`src/rtl/seq_restoring_divider.sv`:
```
// rtl/seq_restoring_divider.sv - sequential unsigned restoring divider, one subtract step per clock
// Optional DIV_ZERO_TRAP_EN: zero divisor skips the iterations and raises div_by_zero.
module seq_restoring_divider #(
  parameter int W  = 4,
  parameter int CW = $clog2(W + 1)
) (
  input  logic         clk,
  input  logic         rst,
  input  logic         start,
  input  logic [W-1:0] dividend,
  input  logic [W-1:0] divisor,
  output logic         busy,
  output logic         done,
  output logic [W-1:0] quotient,
  output logic [W-1:0] remainder
`ifdef DIV_ZERO_TRAP_EN
  ,
  output logic         div_by_zero
`endif
);

  typedef enum logic [1:0] {S_IDLE, S_RUN, S_DONE} state_t;

  state_t         state;
  state_t         state_next;
  logic [W-1:0]   q;
  logic [W-1:0]   d;
  logic [W:0]     r;
  logic [CW-1:0]  cnt;

  logic [W:0]     rs;
  logic [W+1:0]   diff;
  logic [W:0]     r_step;
  logic [W-1:0]   q_step;
  logic           accept;
  logic           last_step;
  logic           zero_trap;

  assign accept    = start && (state != S_RUN);
  assign last_step = (state == S_RUN) && (cnt == CW'(1));

`ifdef DIV_ZERO_TRAP_EN
  assign zero_trap = (divisor == '0);
`else
  assign zero_trap = 1'b0;
`endif

  // One shared subtractor: the borrow lands in diff[W+1] and selects restore.
  always_comb begin
    rs     = {r[W-1:0], q[W-1]};
    diff   = {1'b0, rs} + ~{2'b00, d} + {{(W+1){1'b0}}, 1'b1};
    r_step = rs;
    q_step = {q[W-2:0], 1'b0};
    if (!diff[W+1]) begin
      r_step = diff[W:0];
      q_step = {q[W-2:0], 1'b1};
    end
  end

  always_ff @(posedge clk) begin
    if (rst) state <= S_IDLE;
    else     state <= state_next;
  end

  always_comb begin
    state_next = state;
    busy       = 1'b0;
    done       = 1'b0;
    case (state)
      S_IDLE: begin
        if (start) state_next = zero_trap ? S_DONE : S_RUN;
      end
      S_RUN: begin
        busy = 1'b1;
        if (cnt == CW'(1)) state_next = S_DONE;
      end
      S_DONE: begin
        done = 1'b1;
        if (start) state_next = zero_trap ? S_DONE : S_RUN;
        else       state_next = S_IDLE;
      end
      default: state_next = S_IDLE;
    endcase
  end

  always_ff @(posedge clk) begin
    if (rst) begin
      q         <= '0;
      d         <= '0;
      r         <= '0;
      cnt       <= '0;
      quotient  <= '0;
      remainder <= '0;
`ifdef DIV_ZERO_TRAP_EN
      div_by_zero <= 1'b0;
`endif
    end else if (accept) begin
      q   <= dividend;
      d   <= divisor;
      r   <= '0;
      cnt <= CW'(W);
`ifdef DIV_ZERO_TRAP_EN
      div_by_zero <= zero_trap;
      if (zero_trap) begin
        quotient  <= '1;
        remainder <= dividend;
      end
`endif
    end else if (state == S_RUN) begin
      q   <= q_step;
      r   <= r_step;
      cnt <= cnt - CW'(1);
      if (last_step) begin
        quotient  <= q_step;
        remainder <= r_step[W-1:0];
      end
    end
  end

  // A finished partial remainder is always below 2^W, so its top bit must be clear.
  always_ff @(posedge clk) begin
    if (!rst && state == S_DONE) assert (r[W] == 1'b0);
  end

endmodule

```
`config.mk`:
```
export PLATFORM = sky130hd
export DESIGN_NAME = seq_restoring_divider
export DESIGN_NICKNAME = d
export VERILOG_FILES = /design/src/rtl/seq_restoring_divider.sv
export SDC_FILE = /design/constraint.sdc
export NUM_CORES = 1
export LEC_CHECK = 0
export ABC_CLOCK_PERIOD_IN_PS = 2200
export CORE_UTILIZATION = 60
export DETAILED_ROUTE_END_ITERATION = 10
export DONT_BUFFER_PORTS = 1
export PLACE_DENSITY = 0.83
export SKIP_CTS_REPAIR_TIMING = 1
export SLEW_MARGIN = 10
export SYNTH_ARGS = -nofsm -noshare
export SYNTH_HDL_FRONTEND = slang
export SYNTH_SLANG_ARGS = --single-unit
```
`constraint.sdc`:
```
create_clock -name clk -period 2.2 [get_ports clk]
set_input_delay 0.44 -clock clk [delete_from_list [all_inputs] [get_ports clk]]
set_output_delay 0.44 -clock clk [all_outputs]
set_load 0.03 [all_outputs]
```
[Word level (Yosys, flattened, before mapping)]
Index checks and enable logic that the tools add are counted.
Storage, ports and cells
  flip-flop bits (word level): 25
  input port bits: 11
  logic and storage cells: 38
Operators by class
  add/sub/neg operators: 3
  equality and inequality tests: 6
  muxes and demuxes: 12
  bitwise operators: 2
  reductions and logical operators: 7
Operators by type and width (count)
  $mux W4: 3
  $add A5 B6 Y6: 1
  $add A6 B1 Y6 const B: 1
  $mux W3: 2
  $not A4 Y6: 1
  $pmux W2 S3: 1
  $mux W1: 4
  $mux W2: 2
  $ne A2 B2 Y1 const B: 2
  $eq A3 B1 Y1 const B: 1
  $reduce_and A3 Y1: 1
  $sub A3 B1 Y3 const B: 1
  $eq A2 B1 Y1 const B: 1
  $eq A2 B2 Y1 const B: 1
  $logic_and A1 B1 Y1: 2
  $logic_not A2 Y1: 1
  $ne A2 B1 Y1 const B: 1
  $reduce_and A2 Y1: 1
  $reduce_bool A2 Y1: 1
  $reduce_or A2 Y1: 1
  $not A1 Y1: 1

[Logic depth before layout (Yosys ltp)]
  depth after elaboration: 6
  mapped depth: 7

[Worst setup path after synthesis]
OpenSTA, ideal clock, no wires.
  path type: register -> register
  from: reg d[2]
  to: reg r[0]
  setup time: 79 ps
  arrival time: 1547 ps
  data required time: 2121 ps
  slack: 574 ps
  cell stages (with the launch flop): 7
  path buffers: 0
  clock period less this slack: 1626 ps
  path through: dfxtp_1 -> inv_1 -> ha_1 -> nand2_1 -> o221ai_4 -> mux2_4 -> a211oi_2
On the way
  word-level cells in the longest chain between the ends: 4
RTL lines
  start: declaration: line 27  | logic [W-1:0] d;
  start signal: assignment: line 99  | d <= divisor;
  $not A4 Y6: line 51  | diff = {1'b0, rs} + ~{2'b00, d} + {{(W+1){1'b0}}, 1'b1};
  $add A5 B6 Y6: line 51
  $add A6 B1 Y6: line 51
  $mux W4: line 54  | if (!diff[W+1]) begin
  end signal: assignment: line 111  | r <= r_step;
  end: declaration: line 28  | logic [W:0] r;
Every way passes these cells.
A chain may end at the register's enable or synchronous reset.

[Worst setup path after layout]
  from: reg d[1]
  to: reg r[0]
Same word-level chain as after synthesis.

==> flow_metrics.tcl <==
set metrics [dict create \
    setup_viol 0 \
    fp.dieH_um 47.0 \
    num_vias 876 \
    cp_max_fo 5 \
    yosysTopAreaCellShare 0.412 \
    hold_viol 0 \
    final_util 0.685 \
    coreArea_mm2 0.00182 \
    grt_pass1_wl_mm 3.73 \
    whs_ns 0.161 \
    die_w_um 47.0 \
    boundaryPins 21 \
    synth_area_mm2 0.00122 \
    worst_setup_path_start_kind "flop" \
    startpoint "d[1]$_SDFFE_PP0P_" \
    avgSynthCellArea_um2 9.28 \
    fin_ws_ns 0.410 \
    min_period_ns 1.79 \
    drtIter0Drc 10 \
    antenna_cells 0 \
    synth_top_area_cell "dfxtp_1" \
    synth_fp_nets 149 \
    yosys.area_share.simple 0.148 \
    timing.rr.start "d[1]$_SDFFE_PP0P_" \
    final_nets 147 \
    area_growth_pct 2.57 \
    drv_cap 0 \
    powerDensity_mw_per_mm2 749 \
    synthMuxAreaShare 0.112 \
    final_cell_mix "25 x dfxtp_1, 20 x nor2_1, 11 x mux2i_1" \
    max_slew_margin 0.621 \
    drive_gt1_frac 0.117 \
    synth_fa_ha_area_frac 0.0782 \
    htree_levels 1 \
    path_class "reg -> reg" \
    yosys_warnings 0 \
    totalNegativeSetupSlack_ns 0 \
    cp_cell_sequence "inv_1 -> ha_1 -> nand2b_1 -> o221ai_4 -> mux2_4 -> a211oi_2" \
    ir_worst_vdd_mv 0.721 \
    worstHoldPathType "in -> reg" \
    mostFrequentLayoutCell "dfxtp_1" \
    worstSetupEndpointType "flop" \
    seqCellArea_um2 500 \
    cts_root_buf "clkbuf_4" \
    dieArea_mm2 0.00221 \
    synth_top_family_by_area "compound AO/OA/AOI/OAI gates" \
    grt_max_degree 26 \
    synth-edff-count 0 \
    routed_wl_mm 2.10 \
    avgRoutedWirePerCell_um 13.8 \
    leakage_nw 0.481 \
    ys_types 28 \
    final.fill_count 144 \
    cp_slowest_stage_delay_ns 0.37 \
    cts_buffers 3 \
    skew_ns 0.00382 \
    multiInputGateArea_um2 639 \
    required_ns 2.45 \
    antenna_found_initial 0 \
    port_buffers 0 \
    synth_compound_area_frac 0.180 \
    fp-row-count 15 \
    outcome "finished clean" \
    ys.flop_type "dfxtp_1" \
    hp-start "rst" \
    clkSinkCount 25 \
    hpwl_mm 1.52 \
    rsz0062_at_grt "false" \
    routabilityCongestion 0.836 \
    viasPerCell 5.73 \
    synth_area_leaders "dfxtp_1 41%, mux2i_1 9.1%, a211oi_1 6.2%, ha_1 6.2%, nor2_1 6.2%" \
    syn_inst 131 \
    cts_buffer_depth 2 \
    crit_slowest_cell "dfxtp_1" \
    synthArstFlopShare 0 \
    worstPathArrival_ns 2.04 \
    grt_pass1_vias 867 \
    drt_drc_violations_left 0 \
    finalMaxSlewViolations 0 \
    preCtsSetupSlack_ns 0.456 \
    clock_latency_ns 0.32 \
    start_util 0.668 \
    grt_usage 0.246 \
    clk_pin_slew_ns 0.14 \
    synth_seq_area_share 0.412 \
    worst_slew_pin_slew_ns 0.568 \
    firstDrtPassIters 4 \
    synth-seq-cells 25 \
    max_freq_mhz 559 \
    ant_nets 0 \
    cts_tree "done" \
    power_mw 0.934 \
    gr-total-overflow 0 \
    synth_xor_area_frac 0.00720 \
    post-route-period-util 0.813 \
]
critical path, delay by kind of cell (launching register included):
kind / cells / cell delay [ns]
adder cells (fa/ha/maj): 1 / 0.29
AND/OR/NAND/NOR: 1 / 0.10
multiplexers: 1 / 0.35
AO/OA/AOI/OAI: 2 / 0.53
buffers and inverters: 1 / 0.09
flip-flops: 1 / 0.37
registers in the layout (all words and copies together), names as in the netlist:
signal     count
d              4
remainder      4
state          2
q              4
quotient       4
cnt            3
r              4
worst paths after layout:
kind	slack (ns)	end	cells after the start
min	0.16	remainder[0]$_SDFFE_PP0P_	1
min reg2reg	0.46	d[3]$_SDFFE_PP0P_	2
max reg2reg	0.41	r[0]$_SDFFE_PP0P_	6
max	0.41	r[0]$_SDFFE_PP0P_	6
area by class of cell:
| class | count | share of cell area |
|---|---|---|
| multi-input cells | 88 | 0.513 |
| clock buffers | 3 | 0.0181 |
| flip-flops and latches | 25 | 0.401 |
| well taps | 25 | 0.0251 |
| inverters | 10 | 0.0301 |
| repair buffers | 1 | 0.00602 |
| clock inverters | 1 | 0.00702 |
Yosys cell counts (2+ instances only):
cell type / instances
nor2_1: 20
inv_1: 9
a21oi_1: 10
mux2i_1: 11
dfxtp_1: 25
nor3_1: 3
ha_1: 6
buf_2: 4
nand3_1: 4
nand2_1: 6
clkbuf_1: 3
nand2b_1: 3
nor2_4: 2
a211oi_2: 2
a211oi_1: 10
per-stage QoR:
| stage | std cells | instance area (µm²) |
|---|---|---|
| finish | 153 | 1250 |
| global route | 153 | 1250 |
| CTS | 153 | 1250 |
| detailed placement | 149 | 1220 |
| global placement | 149 | 1220 |
| floorplan | 131 | 1220 |
metal layers:
metal | global-route usage | wire [µm] | part of all wire | vias up
met3 | 0.0962 | 134 | 0.064 | 2
met2 | 0.406 | 1010 | 0.48 | 28
met4 | 0.0743 | 21 | 0.010 | 0
li1 | - | - | - | 449
met5 | 0 | 0 | 0 | -
met1 | 0.296 | 937 | 0.45 | 397
where the power goes:
group | switching [mW] | internal, mW | leakage [nW] | total [mW]
Combinational | 0.114 | 0.0922 | 0.258 | 0.207
Clock | 0.144 | 0.0741 | 0.0183 | 0.219
Sequential | 0.0266 | 0.482 | 0.205 | 0.509
logic make-up (layout without fill, tap and decap cells):
group                      after synthesis  count (layout)
buffers and inverters                   18              15
xor gates and xnor gates                 1               1
DFF                                     25              25
AOI/OAI and AO/OA                       28              28
and+or+nand+nor                         39              39
adders and majority gates                7               7
muxes                                   13              13
No activity file was read; power rests on OpenSTA's default activity.
